### src/rtl/bcd_clock_cfg.sv
// HH:MM:SS BCD time-of-day counter with run-time 12/24-hour display,
// range-checked synchronous load, single alarm compare and colon blink.
module bcd_clock_cfg #(
  parameter int unsigned DPNT_W = 2,
  parameter logic [7:0]  RST_HH = 8'h00,
  parameter logic [7:0]  RST_MM = 8'h00,
  parameter logic [7:0]  RST_SS = 8'h00
) (
  input  logic              i_clk,
  input  logic              i_rst,
  input  logic              i_en,
  input  logic              i_mode24,
  input  logic              i_load,
  input  logic [7:0]        i_set_hh,
  input  logic [7:0]        i_set_mm,
  input  logic [7:0]        i_set_ss,
  input  logic              i_alm_en,
  input  logic [7:0]        i_alm_hh,
  input  logic [7:0]        i_alm_mm,
  output logic [7:0]        o_hh,
  output logic [7:0]        o_mm,
  output logic [7:0]        o_ss,
  output logic              o_pm,
  output logic [DPNT_W-1:0] o_dpnt,
  output logic              o_load_err,
  output logic              o_alarm
);

  logic [3:0] ss_u_q, ss_t_q, mm_u_q, mm_t_q, hh_u_q, hh_t_q;
  logic [3:0] ss_u_d, ss_t_d, mm_u_d, mm_t_d, hh_u_d, hh_t_d;
  logic [DPNT_W-1:0] dpnt_q, dpnt_d;
  logic load_err_q, load_err_d;
  logic alarm_q, alarm_d;

  logic load_ok;
  logic ss_wrap, mm_wrap;
  logic [4:0] hh_bin, hh_12;

  // Load is accepted only for a legal 24-hour BCD time
  assign load_ok = (i_set_hh[7:4] <= 4'd2) && (i_set_hh[3:0] <= 4'd9) &&
                   !((i_set_hh[7:4] == 4'd2) && (i_set_hh[3:0] > 4'd3)) &&
                   (i_set_mm[7:4] <= 4'd5) && (i_set_mm[3:0] <= 4'd9) &&
                   (i_set_ss[7:4] <= 4'd5) && (i_set_ss[3:0] <= 4'd9);

  assign ss_wrap = (ss_t_q == 4'd5) && (ss_u_q == 4'd9);
  assign mm_wrap = (mm_t_q == 4'd5) && (mm_u_q == 4'd9);

  // State register
  always_ff @(posedge i_clk) begin
    if (!i_rst) begin
      ss_u_q     <= RST_SS[3:0];
      ss_t_q     <= RST_SS[7:4];
      mm_u_q     <= RST_MM[3:0];
      mm_t_q     <= RST_MM[7:4];
      hh_u_q     <= RST_HH[3:0];
      hh_t_q     <= RST_HH[7:4];
      dpnt_q     <= '1;
      load_err_q <= 1'b0;
      alarm_q    <= 1'b0;
    end else begin
      ss_u_q     <= ss_u_d;
      ss_t_q     <= ss_t_d;
      mm_u_q     <= mm_u_d;
      mm_t_q     <= mm_t_d;
      hh_u_q     <= hh_u_d;
      hh_t_q     <= hh_t_d;
      dpnt_q     <= dpnt_d;
      load_err_q <= load_err_d;
      alarm_q    <= alarm_d;
    end
  end

  // Next state: a valid load wins over the tick; a rejected load lets the tick through
  always_comb begin
    ss_u_d     = ss_u_q;
    ss_t_d     = ss_t_q;
    mm_u_d     = mm_u_q;
    mm_t_d     = mm_t_q;
    hh_u_d     = hh_u_q;
    hh_t_d     = hh_t_q;
    dpnt_d     = dpnt_q;
    load_err_d = 1'b0;
    alarm_d    = 1'b0;

    if (i_load && load_ok) begin
      ss_u_d = i_set_ss[3:0];
      ss_t_d = i_set_ss[7:4];
      mm_u_d = i_set_mm[3:0];
      mm_t_d = i_set_mm[7:4];
      hh_u_d = i_set_hh[3:0];
      hh_t_d = i_set_hh[7:4];
      dpnt_d = '1;
    end else begin
      load_err_d = i_load;
      if (i_en) begin
        dpnt_d = ~dpnt_q;
        if (ss_u_q == 4'd9) begin
          ss_u_d = 4'd0;
          ss_t_d = (ss_t_q == 4'd5) ? 4'd0 : ss_t_q + 4'd1;
        end else begin
          ss_u_d = ss_u_q + 4'd1;
        end
        if (ss_wrap) begin
          if (mm_u_q == 4'd9) begin
            mm_u_d = 4'd0;
            mm_t_d = (mm_t_q == 4'd5) ? 4'd0 : mm_t_q + 4'd1;
          end else begin
            mm_u_d = mm_u_q + 4'd1;
          end
        end
        if (ss_wrap && mm_wrap) begin
          if ((hh_t_q == 4'd2) && (hh_u_q == 4'd3)) begin
            hh_t_d = 4'd0;
            hh_u_d = 4'd0;
          end else if (hh_u_q == 4'd9) begin
            hh_u_d = 4'd0;
            hh_t_d = hh_t_q + 4'd1;
          end else begin
            hh_u_d = hh_u_q + 4'd1;
          end
        end
        alarm_d = i_alm_en && ({hh_t_d, hh_u_d} == i_alm_hh) &&
                  ({mm_t_d, mm_u_d} == i_alm_mm) &&
                  (ss_t_d == 4'd0) && (ss_u_d == 4'd0);
      end
    end
  end

  // Display mapping; the 12-hour fold is done in binary and re-encoded as BCD
  always_comb begin
    hh_bin = 5'(hh_t_q) * 5'd10 + 5'(hh_u_q);
    hh_12  = hh_bin;
    if (hh_bin == 5'd0)
      hh_12 = 5'd12;
    else if (hh_bin > 5'd12)
      hh_12 = hh_bin - 5'd12;

    o_hh = {hh_t_q, hh_u_q};
    if (!i_mode24)
      o_hh = (hh_12 >= 5'd10) ? {4'd1, 4'(hh_12 - 5'd10)} : {4'd0, 4'(hh_12)};
    o_pm = (hh_bin >= 5'd12);
  end

  assign o_mm       = {mm_t_q, mm_u_q};
  assign o_ss       = {ss_t_q, ss_u_q};
  assign o_dpnt     = dpnt_q;
  assign o_load_err = load_err_q;
  assign o_alarm    = alarm_q;

endmodule

### config.mk
export PLATFORM = sky130hd
export DESIGN_NAME = bcd_clock_cfg
export DESIGN_NICKNAME = d
export VERILOG_FILES = /design/src/rtl/bcd_clock_cfg.sv
export SDC_FILE = /design/constraint.sdc
export NUM_CORES = 1
export LEC_CHECK = 0
export BUFFER_PORTS_ARGS = -buffer_cell sky130_fd_sc_hd__clkbuf_2
export CORE_MARGIN = 4
export CORE_UTILIZATION = 60
export CTS_BUF_LIST = sky130_fd_sc_hd__clkbuf_8
export CTS_CLUSTER_DIAMETER = 120
export DETAILED_ROUTE_END_ITERATION = 6
export HOLD_SLACK_MARGIN = 0.02
export PLACE_DENSITY = 0.95
export SLEW_MARGIN = 0
export SYNTH_ARGS = -nofsm -noshare
export SYNTH_HDL_FRONTEND = slang
export SYNTH_SLANG_ARGS = --single-unit
### constraint.sdc
create_clock -name i_clk -period 6 [get_ports i_clk]
set_clock_uncertainty 0.05 [all_clocks]
set_input_delay 0.3 -clock i_clk [delete_from_list [all_inputs] [get_ports i_clk]]
set_output_delay 0.3 -clock i_clk [all_outputs]
set_load 0.02 [all_outputs]
==> metrics.txt <==
# TYPE chip_impl_metric gauge
chip_impl_metric{name="tightest_slew",unit="ns"} 0.785
chip_impl_metric{name="grt_start_max_net_pins",unit=""} 46
chip_impl_metric{name="floorplan.rows",unit=""} 25
chip_impl_metric{name="multiInputGateArea",unit="sq um"} 2210
chip_impl_metric{name="clock_latency",unit="ns"} 0.28
chip_impl_metric{name="finalCritPeriodShare",unit="%"} 76.2
chip_impl_metric{name="drt-pass1-iter-count",unit=""} 5
chip_impl_metric{name="seq_area_frac_synth",unit="%"} 18.9
chip_impl_metric{name="timing.critical_path.fanout_max",unit=""} 10
chip_impl_metric{name="reg2reg_depth",unit=""} 6
chip_impl_metric{name="cts_inserted_buffers",unit=""} 3
chip_impl_info{name="min_delay_worst_endpoint",value="o_load_err"} 1
chip_impl_metric{name="wire_length_of_the_first_global_routing_pass",unit="mm"} 14.0
chip_impl_metric{name="postSynth.asyncResetShare",unit="%"} 0
chip_impl_metric{name="postSynthNetCount",unit=""} 444
chip_impl_metric{name="power_per_cell_area",unit="nW/um^2"} 124
chip_impl_metric{name="num-fill-cells",unit=""} 414
chip_impl_info{name="post_synth_main_area_contributors",value="dfxtp_1 19%, nor2_1 5.1%, ha_1 4.6%, a211oi_1 4.3%, xnor2_1 3.3%"} 1
chip_impl_metric{name="vias",unit=""} 3286
chip_impl_info{name="hold_crit_start",value="i_load"} 1
chip_impl_metric{name="max-slew-margin-rel",unit="%"} 47.3
chip_impl_info{name="crit_slowest_cell",value="dfxtp_1"} 1
chip_impl_metric{name="design.die.area",unit="sq um"} 6130
chip_impl_metric{name="synth_edf_count",unit=""} 0
chip_impl_metric{name="routed_via_density",unit=""} 6.52
chip_impl_metric{name="final_critical_path_setup_slack",unit="ns"} 1.43
chip_impl_info{name="worst_setup_path_startpoint",value="hh_t_q[0]"} 1
chip_impl_metric{name="irDropWorstVdd",unit="V"} 0.000141
chip_impl_metric{name="area_of_the_mapped_netlist",unit="sq um"} 2960
chip_impl_info{name="timing.critical_path.to_type",value="output port"} 1
chip_impl_metric{name="post_cts_resize_count",unit=""} 0
chip_impl_metric{name="cts_hold_repair.buffers",unit=""} 0
chip_impl_metric{name="total_power",unit="W"} 0.000416
chip_impl_metric{name="fraction_of_final_layout_cells_with_drive_strength_greater_than_1",unit="%"} 22.2
chip_impl_metric{name="design.core.area",unit="sq um"} 4750
chip_impl_info{name="criticalPathCategory",value="flop to output port"} 1
chip_impl_info{name="critPathLaunchType",value="flop"} 1
chip_impl_metric{name="antenna-diode-count",unit=""} 0
chip_impl_metric{name="wirelength",unit="mm"} 8.64
chip_impl_metric{name="grt_usage",unit="%"} 27.8
chip_impl_metric{name="finalWorstPathRequiredPeriod",unit="ns"} 4.57
chip_impl_metric{name="die_height",unit="microns"} 78.3
chip_impl_info{name="yosysTopAreaCell",value="dfxtp_1"} 1
chip_impl_metric{name="pins_over_slew_limit",unit=""} 0
chip_impl_metric{name="clk_pin_slew",unit="ns"} 0.09
chip_impl_metric{name="post-cts-setup-buffer-count",unit=""} 0
chip_impl_info{name="yosysMostFrequentCell",value="nor2_1"} 1
chip_impl_metric{name="postSynthCellCount",unit=""} 386
chip_impl_metric{name="drv_cap",unit=""} 0
chip_impl_metric{name="fp.dieW",unit="microns"} 78.3
chip_impl_info{name="timing.rr.start",value="ss_u_q[1]"} 1
chip_impl_info{name="synth_ff_type",value="dfxtp_1"} 1
chip_impl_metric{name="place.gp.congestion",unit=""} 0.947
chip_impl_metric{name="cts_sink_count",unit=""} 28
chip_impl_metric{name="grt_overflow",unit=""} 0
chip_impl_metric{name="fmax",unit="MHz"} 219
chip_impl_metric{name="cts_h_tree_lvls",unit=""} 1
chip_impl_info{name="critical_path.reg2reg.endpoint",value="o_alarm"} 1
chip_impl_metric{name="floorplan.initialDensity",unit="%"} 62.3
chip_impl_metric{name="layout.core_utilization",unit="%"} 70.8
chip_impl_info{name="root_buffer",value="clkbuf_8"} 1
chip_impl_info{name="rsz0062_at_grt",value="false"} 1
chip_impl_metric{name="final.setup.tns",unit="ns"} 0
chip_impl_metric{name="clockBufferDepth",unit=""} 2
chip_impl_metric{name="hold-path-cell-count",unit=""} 2
chip_impl_metric{name="num_io_pins",unit=""} 75
chip_impl_metric{name="routed_wire_length_per_instance",unit="microns"} 17.1
chip_impl_info{name="min_path_type",value="input port to flop"} 1
chip_impl_metric{name="synthToLayoutAreaGrowth",unit="%"} 13.6
chip_impl_metric{name="ys_seq_elements",unit=""} 28
chip_impl_metric{name="worstPathArrival",unit="ns"} 4.22
chip_impl_metric{name="first_global_vias",unit=""} 3002
chip_impl_info{name="crit_path_cell_trace",value="ha_1, ha_1, xor2_1, ha_1, or3b_2, a21oi_1, nor2_1, o21bai_1, inv_1, ha_1, o41a_1, o21a_1, o311ai_1, clkbuf_2"} 1
chip_impl_metric{name="yosys_warnings",unit=""} 0
chip_impl_metric{name="final_nets",unit=""} 496
chip_impl_metric{name="final_setup_viols",unit=""} 0
chip_impl_metric{name="dp_worst_setup_slack",unit="ns"} 1.81
chip_impl_metric{name="synth.top_cell.area_share",unit="%"} 18.9
chip_impl_metric{name="port_buffer_cells",unit=""} 74
chip_impl_info{name="ranking_of_synthesized_cells_by_instance_count",value="40 x nor2_1, 28 x dfxtp_1, 22 x nand2_1"} 1
chip_impl_metric{name="finalHoldViolCount",unit=""} 0
chip_impl_metric{name="avgSynthCellArea",unit="sq um"} 7.68
chip_impl_info{name="path_common_cell",value="ha_1"} 1
chip_impl_metric{name="detail_route.drc_violations",unit=""} 0
chip_impl_metric{name="yosysUniqueCellTypes",unit=""} 76
chip_impl_metric{name="power.static_leakage",unit="nW"} 1.34
chip_impl_metric{name="drt_iter0_markers",unit=""} 307
chip_impl_info{name="status",value="finished, final reports clean"} 1
chip_impl_metric{name="layout.area.seq",unit="sq um"} 561
chip_impl_metric{name="ff2ff_setup_slack",unit="ns"} 2.90
chip_impl_metric{name="detailedPlacementHpwl",unit="mm"} 6.63
chip_impl_metric{name="crit_required",unit="ns"} 5.65
chip_impl_info{name="tritoncts",value="built"} 1
chip_impl_metric{name="critical_path.max_stage_delay",unit="ns"} 0.56
chip_impl_metric{name="postRouteAntennaNets",unit=""} 0
chip_impl_metric{name="antenna_found_initial",unit=""} 0
## metal layers
metal	routed length [microns]	GRT usage, %
met1	3590	36.2
met3	669	3.10
met5	0	0
met2	4200	48.8
met4	188	7.34
## layout make-up
class	instances	share of cell area (%)
multi-input combinational	313	65.6
tap	67	2.49
sequential	28	16.6
clock inverter	1	0.892
clock buffer	3	1.23
timing repair buffer	75	11.2
inverter	17	1.90
## power breakdown
group	switching [W]	internal, W	total, W
combinational	0.0000379	0.0000303	0.0000681
clock	0.0000617	0.0000894	0.000151
sequential	0.00000750	0.000189	0.000197
## critical path, delay by kind of cell (launching register included)
kind / cells / cell delay (ns)
buffers and inverters: 2 / 0.30
flip-flops: 1 / 0.56
XOR/XNOR: 1 / 0.44
adder cells (fa/ha/maj): 4 / 1.15
AND/OR/NAND/NOR: 2 / 0.53
AO/OA/AOI/OAI: 5 / 0.98
## through the flow
| stage | instances | hold slack [ns] | cell area (sq um) |
|---|---|---|---|
| global route | 504 | 0.211 | 3370 |
| detailed placement | 500 | 0.445 | 3300 |
| finish | 504 | 0.219 | 3370 |
| CTS | 504 | 0.212 | 3370 |
| floorplan | 386 | 0.322 | 2960 |
| global placement | 500 | 0.442 | 3300 |
## worst max path at each step
stage	cells past startpoint	end
2_1_floorplan	13	o_hh[2]
3_3_place_gp	14	o_hh[2]
3_5_place_dp	14	o_hh[2]
4_1_cts	14	o_hh[2]
5_1_grt	14	o_hh[2]
6_report	14	o_hh[2]
## cells by family (layout without fill, tap and decap cells)
logic type	Yosys count	count (layout)	share of synthesized area, %
xor gates and xnor gates	23	23	7.26
and+or+nand+nor	162	162	33.1
DFF	28	28	18.9
AOI/OAI and AO/OA	109	109	26.5
buffers and inverters	45	96	6.54
muxes	7	7	2.41
adders and majority gates	12	12	5.32
## placed cells by master, fill, tap and decap left out, types with 12 or more instances in the layout
cell type,n
clkbuf_2,74
nor2_1,40
dfxtp_1,28
nand3_1,12
a211oi_1,17
o21ai_0,19
a21oi_1,15
nand2_1,22
inv_1,16
nor3_1,12
## state kept, by name (all words and copies together), names as in the netlist
name and count:
o_alarm 1, mm_t_q 4, ss_t_q 4, hh_u_q 4
o_dpnt 2, mm_u_q 4, hh_t_q 4, o_load_err 1
ss_u_q 4
Power figures use the tool's default switching activity.
